`src/rtl/iq_prod_serdes_tx_pkg.sv`:
```
`default_nettype none
// ============================================================================
// Module      : iq_pkg (package)
// Description : Shared constants, types and the header-beat builder for the
//               IQ-product serialiser (iq_prod_serdes_tx).
//               Contents:
//                 IQ_PROD_W / SAMPLE_W / NUM_CH : IQ-product word geometry
//                 HDR_MAGIC                     : packet header marker
//                 iq_prod_word_t                : one 512-bit product word
//                 serdes_state_t                : IDLE / HDR / STREAM
//                 hdr_word()                    : 64-bit packet header beat
// Revision    : 1.0 - initial release
// ============================================================================
package iq_pkg;

  localparam int          IQ_PROD_W = 512;
  localparam int          SAMPLE_W  = 16;
  localparam int          NUM_CH    = 4;
  localparam logic [15:0] HDR_MAGIC = 16'hA5C3;

  typedef logic [IQ_PROD_W-1:0] iq_prod_word_t;

  typedef enum logic [1:0] {
    IDLE   = 2'd0,
    HDR    = 2'd1,
    STREAM = 2'd2
  } serdes_state_t;

  // Header beat: magic, running packet count, words per packet, reserved.
  function automatic logic [63:0] hdr_word(input logic [15:0] cnt,
                                           input logic [15:0] words);
    return {HDR_MAGIC, cnt, words, 16'h0000};
  endfunction

endpackage
`default_nettype wire

```
`src/rtl/iq_prod_serdes_tx_if.sv`:
```
`default_nettype none
// ============================================================================
// Module      : iq_prod_serdes_tx_if
// Description : AXI-Stream bundle used on both sides of the serialiser.
//               Parameter W : tdata width.
//               Signals     : tdata, tvalid, tready, tlast.
//               master      : drives tdata/tvalid/tlast, samples tready.
//               slave       : samples tdata/tvalid, drives tready (the input
//                             side carries no packet framing, so tlast is
//                             not part of the slave view).
// Revision    : 1.0 - initial release
// ============================================================================
interface iq_prod_serdes_tx_if #(
  parameter int W = 64
) ();

  logic [W-1:0] tdata;
  logic         tvalid;
  logic         tready;
  logic         tlast;

  modport master (output tdata, output tvalid, output tlast, input tready);
  modport slave  (input tdata, input tvalid, output tready);

endinterface
`default_nettype wire

```
`src/rtl/iq_prod_serdes_tx_beat_mux.sv`:
```
`default_nettype none
// ============================================================================
// Module      : iq_beat_mux
// Description : Pure lane selector: picks OUT_W-bit lane beat_idx out of the
//               held IN_W-bit word. Lane 0 is bits [OUT_W-1:0].
//               Ports:
//                 hold     in  IN_W   held input word
//                 beat_idx in  IDX_W  lane index (0..BEATS-1)
//                 beat     out OUT_W  selected lane
// Revision    : 1.0 - initial release
// ============================================================================
module iq_beat_mux #(
  parameter int IN_W  = 512,
  parameter int OUT_W = 64,
  parameter int BEATS = IN_W / OUT_W,
  parameter int IDX_W = (BEATS > 1) ? $clog2(BEATS) : 1
) (
  input  wire logic [IN_W-1:0]  hold,
  input  wire logic [IDX_W-1:0] beat_idx,
  output logic      [OUT_W-1:0] beat
);

  logic [OUT_W-1:0] w_lanes [BEATS];

  genvar gi;
  generate
    for (gi = 0; gi < BEATS; gi++) begin : g_lane
      assign w_lanes[gi] = hold[gi*OUT_W +: OUT_W];
    end
  endgenerate

  assign beat = w_lanes[beat_idx];

endmodule
`default_nettype wire

```
`src/rtl/iq_prod_serdes_tx.sv`:
```
`default_nettype none
// ============================================================================
// Module      : iq_prod_serdes_tx
// Description : Buffers one 512-bit IQ-product word and serialises it into
//               OUT_W-bit AXI-Stream beats, grouping PKT_WORDS words into one
//               DMA packet framed by tlast. A new word may load in the cycle
//               the last beat of the current word leaves, so a sustained
//               stream has no bubbles.
//               Optional build macro IQ_SERDES_HDR_EN: prepend one header beat
//               {A5C3, pkt_cnt, PKT_WORDS, 0000} to every packet.
//               Ports:
//                 aclk     in   clock, rising edge
//                 aresetn  in   asynchronous active-low reset
//                 s_axis   slave  IN_W-bit input word stream
//                 m_axis   master OUT_W-bit output beat stream with tlast
//                 pkt_cnt  out  16-bit completed-packet counter (wraps)
// Revision    : 1.0 - initial release
// ============================================================================
module iq_prod_serdes_tx
  import iq_pkg::*;
#(
  parameter int IN_W      = 512,
  parameter int OUT_W     = 64,
  parameter int PKT_WORDS = 4
) (
  input  wire logic           aclk,
  input  wire logic           aresetn,
  iq_prod_serdes_tx_if.slave  s_axis,
  iq_prod_serdes_tx_if.master m_axis,
  output logic [15:0]         pkt_cnt
);

  localparam int BEATS = IN_W / OUT_W;
  localparam int B_W   = (BEATS > 1)     ? $clog2(BEATS)     : 1;
  localparam int W_W   = (PKT_WORDS > 1) ? $clog2(PKT_WORDS) : 1;
  localparam logic [B_W-1:0] C_LAST_BEAT = B_W'(BEATS - 1);
  localparam logic [W_W-1:0] C_LAST_WORD = W_W'(PKT_WORDS - 1);

  serdes_state_t    r_state;
  logic [IN_W-1:0]  r_hold;
  logic [B_W-1:0]   r_beat_idx;
  logic [W_W-1:0]   r_word_idx;
  logic [15:0]      r_pkt_cnt;
  // Goes high on the first clock after reset release; keeps s_axis.tready
  // low until then so the release edge itself never accepts a word.
  logic             r_live;

  logic             w_beat_last;
  logic             w_word_last;
  logic [W_W-1:0]   w_word_nxt;
  logic             w_s_hs;
  logic             w_m_hs;
  logic [OUT_W-1:0] w_beat;
  serdes_state_t    w_st_idle;
  serdes_state_t    w_st_next;

  assign w_beat_last = (r_beat_idx == C_LAST_BEAT);
  assign w_word_last = (r_word_idx == C_LAST_WORD);
  assign w_word_nxt  = w_word_last ? '0 : r_word_idx + 1'b1;

  // Ready while empty, or while the final beat of the held word is leaving.
  assign s_axis.tready = r_live &&
                         ((r_state == IDLE) ||
                          ((r_state == STREAM) && w_beat_last && m_axis.tready));

  assign w_s_hs = s_axis.tvalid && s_axis.tready;
  assign w_m_hs = m_axis.tvalid && m_axis.tready;

  iq_beat_mux #(
    .IN_W  (IN_W),
    .OUT_W (OUT_W),
    .BEATS (BEATS),
    .IDX_W (B_W)
  ) u_beat_mux (
    .hold     (r_hold),
    .beat_idx (r_beat_idx),
    .beat     (w_beat)
  );

  assign m_axis.tvalid = (r_state != IDLE);
  assign m_axis.tlast  = (r_state == STREAM) && w_beat_last && w_word_last;
  assign pkt_cnt       = r_pkt_cnt;

`ifdef IQ_SERDES_HDR_EN
  // A word that opens a packet (word index 0) is preceded by a header beat.
  assign w_st_idle     = (r_word_idx == '0) ? HDR : STREAM;
  assign w_st_next     = (w_word_nxt == '0) ? HDR : STREAM;
  assign m_axis.tdata  = (r_state == HDR) ?
                         OUT_W'(hdr_word(r_pkt_cnt, 16'(PKT_WORDS))) : w_beat;
`else
  assign w_st_idle     = STREAM;
  assign w_st_next     = STREAM;
  assign m_axis.tdata  = w_beat;
`endif

  always_ff @(posedge aclk or negedge aresetn) begin
    if (!aresetn) begin
      r_live     <= 1'b0;
      r_state    <= IDLE;
      r_hold     <= '0;
      r_beat_idx <= '0;
      r_word_idx <= '0;
      r_pkt_cnt  <= '0;
    end else begin
      r_live <= 1'b1;
      case (r_state)
        IDLE: begin
          if (w_s_hs) begin
            r_hold     <= s_axis.tdata;
            r_beat_idx <= '0;
            r_state    <= w_st_idle;
          end
        end
`ifdef IQ_SERDES_HDR_EN
        HDR: begin
          if (w_m_hs) begin
            r_state <= STREAM;
          end
        end
`endif
        STREAM: begin
          if (w_m_hs) begin
            if (w_beat_last) begin
              r_beat_idx <= '0;
              r_word_idx <= w_word_nxt;
              if (w_word_last) begin
                r_pkt_cnt <= r_pkt_cnt + 16'd1;
              end
              // Back-to-back load keeps the buffer full with no idle cycle.
              if (w_s_hs) begin
                r_hold  <= s_axis.tdata;
                r_state <= w_st_next;
              end else begin
                r_state <= IDLE;
              end
            end else begin
              r_beat_idx <= r_beat_idx + 1'b1;
            end
          end
        end
        default: r_state <= IDLE;
      endcase
    end
  end

endmodule
`default_nettype wire

```
`src/flat_wrapper.sv`:
```
// flat-port wrapper written by rule: the top's interface ports become plain ports
module iq_prod_serdes_tx_flat import iq_pkg::*;
#(
  parameter int IN_W      = 512,
  parameter int OUT_W     = 64,
  parameter int PKT_WORDS = 4
)
  (aclk, aresetn, pkt_cnt, s_axis_tdata, s_axis_tvalid, s_axis_tready, m_axis_tdata, m_axis_tvalid, m_axis_tlast, m_axis_tready);
  iq_prod_serdes_tx_if #(.W(IN_W)) s_axis_i ();
  iq_prod_serdes_tx_if #(.W(OUT_W)) m_axis_i ();
  input  wire logic aclk;
  input  wire logic aresetn;
  output logic [15:0] pkt_cnt;
  input wire logic [$bits(s_axis_i.tdata)-1:0] s_axis_tdata;
  input wire logic [$bits(s_axis_i.tvalid)-1:0] s_axis_tvalid;
  output wire logic [$bits(s_axis_i.tready)-1:0] s_axis_tready;
  output wire logic [$bits(m_axis_i.tdata)-1:0] m_axis_tdata;
  output wire logic [$bits(m_axis_i.tvalid)-1:0] m_axis_tvalid;
  output wire logic [$bits(m_axis_i.tlast)-1:0] m_axis_tlast;
  input wire logic [$bits(m_axis_i.tready)-1:0] m_axis_tready;
  assign s_axis_i.tdata = s_axis_tdata;
  assign s_axis_i.tvalid = s_axis_tvalid;
  assign s_axis_tready = s_axis_i.tready;
  assign m_axis_tdata = m_axis_i.tdata;
  assign m_axis_tvalid = m_axis_i.tvalid;
  assign m_axis_tlast = m_axis_i.tlast;
  assign m_axis_i.tready = m_axis_tready;
  iq_prod_serdes_tx #(.IN_W(IN_W), .OUT_W(OUT_W), .PKT_WORDS(PKT_WORDS)) u_core (.aclk(aclk), .aresetn(aresetn), .s_axis(s_axis_i), .m_axis(m_axis_i), .pkt_cnt(pkt_cnt));
endmodule
```
`config.mk`:
```
export PLATFORM = sky130hd
export DESIGN_NAME = iq_prod_serdes_tx_flat
export DESIGN_NICKNAME = d
export VERILOG_FILES = /design/src/rtl/iq_prod_serdes_tx_pkg.sv /design/src/rtl/iq_prod_serdes_tx_if.sv /design/src/rtl/iq_prod_serdes_tx_beat_mux.sv /design/src/rtl/iq_prod_serdes_tx.sv /design/src/flat_wrapper.sv
export SDC_FILE = /design/constraint.sdc
export NUM_CORES = 1
export LEC_CHECK = 0
export ABC_CLOCK_PERIOD_IN_PS = 4100
export BUFFER_PORTS_ARGS = -buffer_cell sky130_fd_sc_hd__buf_2
export CORE_ASPECT_RATIO = 1.1
export CORE_MARGIN = 1.5
export CORE_UTILIZATION = 25
export DETAILED_ROUTE_END_ITERATION = 8
export GPL_ROUTABILITY_DRIVEN = 0
export PLACE_DENSITY_LB_ADDON = 0.12
export SLEW_MARGIN = 20
export SYNTH_ARGS = -nofsm -noshare
export SYNTH_HDL_FRONTEND = slang
export SYNTH_SLANG_ARGS = --single-unit
```
`constraint.sdc`:
```
create_clock -name aclk -period 4.1 [get_ports aclk]
set_clock_uncertainty 0.05 [all_clocks]
set_input_delay 0.82 -clock aclk [delete_from_list [all_inputs] [get_ports aclk]]
set_output_delay 0.82 -clock aclk [all_outputs]
set_load 0.02 [all_outputs]
```
==> summary.md <==
| Metric | Value |
|---|---|
| Vias in the first global route | `approximately 17000` |
| Overall routing resource usage | `between 10% and 20%` |
| Die area | `about 100000 um2` |
| DR vias/cell | `4.37` |
| Netlist Area Pre-Place | `24800 um2` |
| Final Cell Area | `31600 um2` |
| Initial antenna violation count | `51` |
| Pins Over Slew Limit | `0` |
| Reg2Reg Depth | `6` |
| Vias | `14800` |
| RSZ-0062 raised after global routing | `no` |
| Clock latency on the worst-skew pair | `0.61 ns` |
| Slew headroom | `between 40% and 50%` |
| Die width | `between 300 and 400 um` |
| Run status | `complete, no violations` |
| Comb power frac | `40.4%` |
| First-pass GRT wire length | `approximately 110000 um` |
| Final Util | `32.4%` |
| Cell internal pwr | `approximately 18 mW` |
| Clock Root Buffer | `clkbuf_16` |
| Fin. Hold Viols | `0` |
| Max-cap violation count | `0` |
| Largest net degree at the start of global routing | `between 90 and 100` |
| Slew @ Worst Pin | `just under 0.9 ns` |
| Number of clock sinks | `approximately 540` |
| Post-DP HPWL | `between 50000 and 60000 um` |
| Final Routed Wirelength | `~77000 um` |
| Syn-to-layout area delta | `27.6%` |
| Most frequent cell after synthesis | `dfrtp_1` |
| Sw Ratio | `a little under a third` |
| Commonest cells post-synth | `dfrtp_1, mux2_2, mux2_4, mux4_2, buf_6` |
| Placed Instance Area | `29300 um2` |
| Cts hold-fix bufs | `0` |
| Startpoint Class | `flip-flop` |
| Critical path type | `reg -> out` |
| Setup Buffers After CTS | `0` |
| H-Tree Depth | `3` |
| Setup TNS Final | `0 ns` |
| Lkg Pwr | `approximately 15 nW` |
| Worst IR drop on VDD | `505 uV` |
| Port Buf Inserts | `598` |
| Pwr Total | `26.0 mW` |
| Count of cell types in the netlist | `28` |
| Switching power | `8.18 mW` |
| Post-synth ARST share | `100%` |
| Drt wl/cell | `roughly 23 um` |
| TritonCTS buffer count | `68` |
| First-pass iteration count of the detailed router | `4` |
| Yosys top cell area share | `54.0%` |
| Sequential Power Share | `36.3%` |
| I/O pin total | `between 500 and 600` |
| Chip height | `333 um` |
| Clock power share | `23.3%` |
| Net count after synthesis | `1929` |
| Worst-path clk slew | `0.06 ns` |
| EDFF count, synth | `0` |
| Largest cells by area after synthesis | `dfrtp_1, mux2_2, mux2_4` |
| Period utilisation layout | `roughly 94%` |
| Core ar. | `slightly below 100000 um2` |
| DRT iter0 DRCs | `554` |
| Max Root-Sink Buffers | `3` |
| CP Data Arrival Time | `2.98 ns` |
| Ratio of cells with drive above 1 in the final layout | `between 60% and 70%` |
| Worst Setup End Kind | `output pin` |
| GR Overflow Total | `0` |
| Critical Path RT | `3.23 ns` |
| Nets@finish | `2546` |
| #FFs+latches synth | `535` |
| TritonCTS clock tree | `done` |
| CP Max Fanout | `36` |
| Endpoints failing setup | `0` |
| P per Cell Area | `around 800 nW/um2` |
| Most used DFF post-synth | `dfrtp_1` |
| HP Class | `in -> async` |
| Min cycle time layout | `3.85 ns` |
| Achievable Freq | `260 MHz` |
| Initial core utilization | `25.4%` |
| Post-synthesis cell type with the largest combined area | `dfrtp_1` |
| # rows | `120` |
| Layout fillers | `roughly 9700` |
| Register area share after synthesis | `54.0%` |
| Mapped Cells | `1409` |
| PostCTS Resize Cnt | `0` |
| Synthesized area per cell | `about 18 um2` |
| Post-route ant nets | `0` |
| DRC Markers | `0` |
| Ys Warns | `0` |
-- critical path, stage by stage (launching register included) --
cell,delay (ns)
dfrtp_4,0.99
buf_4,0.34
mux4_2,0.56
mux2_2,0.29
buf_2,0.16
-- area by class of cell --
type                            count  area, um2  share of cell area (%)
Timing Repair Buffer              642       3580                    11.3
Sequential cell                   535      13400                    42.3
Multi-Input combinational cell    778      10700                    33.9
Tap cell                         1281       1600                    5.07
Clock inverter                     12        121                   0.384
Antenna cell                       26       65.1                   0.206
Clock buffer                      106       2140                    6.77
Inverter                            1       3.75                  0.0119
-- registers in the layout, indices dropped and copies added, names as in the netlist --
register	flops
u_core.r_hold	512
u_core.pkt_cnt	16
u_core.r_beat_idx	3
u_core.r_word_idx	2
u_core.r_live	1
u_core.r_state	1
-- cells by family after synthesis --
kind of cell	share of synthesized area, %
flip-flops	54.0
AND/OR/NAND/NOR	0.888
XOR/XNOR	0.530
other	0.0151
AO/OA/AOI/OAI	0.131
buffers and inverters	2.77
adder cells (fa/ha/maj)	0.202
multiplexers	41.5
-- power by group through the flow --
stage          registers (mW)  clock network (mW)  logic, mW
2_1_floorplan            8.76                   0       8.16
3_3_place_gp             9.44                   0       10.5
3_5_place_dp             9.50                   0       10.6
4_1_cts                  9.44                6.33       10.7
5_1_grt                  9.77                6.55       11.2
6_report                 9.43                6.06       10.5
-- metal layers --
| layer | global-route usage (%) | wire, um | vias to the layer above |
|---|---|---|---|
| met5 | 0 | 240 | - |
| met4 | 5.59 | 1730 | 36 |
| met1 | 17.6 | 30200 | 7675 |
| li1 | - | - | 6516 |
| met3 | 4.23 | 4780 | 134 |
| met2 | 26.5 | 40100 | 405 |
-- per-stage QoR --
step | hold WS, ns | cells | worst slack, ns
after floorplan | 0.409 | 1409 | 1.57
after global placement | 0.420 | 3237 | 0.811
after detailed placement | 0.420 | 3237 | 0.803
after CTS | 0.131 | 3355 | 0.0920
after global routing | 0.164 | 3370 | 0.0419
final | 0.151 | 3381 | 0.249
-- path summary, 6_finish.rpt --
| kind | to | slack (ns) | start |
|---|---|---|---|
| min | u_core.r_hold[435] | 0.15 | aresetn |
| max in group asynchronous | u_core.r_hold[263] | 2.68 | aresetn |
| max reg2reg | u_core.r_hold[243] | 0.89 | u_core.r_beat_idx[0] |
| max | m_axis_tdata[53] | 0.25 | u_core.r_beat_idx[0] |
| min reg2reg | u_core.pkt_cnt[15] | 0.44 | u_core.pkt_cnt[15] |
| min in group aclk | u_core.r_hold[497] | 0.37 | s_axis_tdata[497] |
-- cells in the final DEF, fill, tap and decap left out, drive strengths merged, types with 6 or more instances in the layout --
cell / netlist / layout
dfrtp: 535 / 535
nand3: 7 / 7
nand2: 16 / 16
clkbuf: 16 / 106
xnor2: 12 / 12
nand4: 6 / 6
buf: 79 / 642
diode: 0 / 26
clkinv: 0 / 6
mux4: 128 / 128
mux2: 580 / 580
Note: power is estimated with default switching activity, not from simulation.
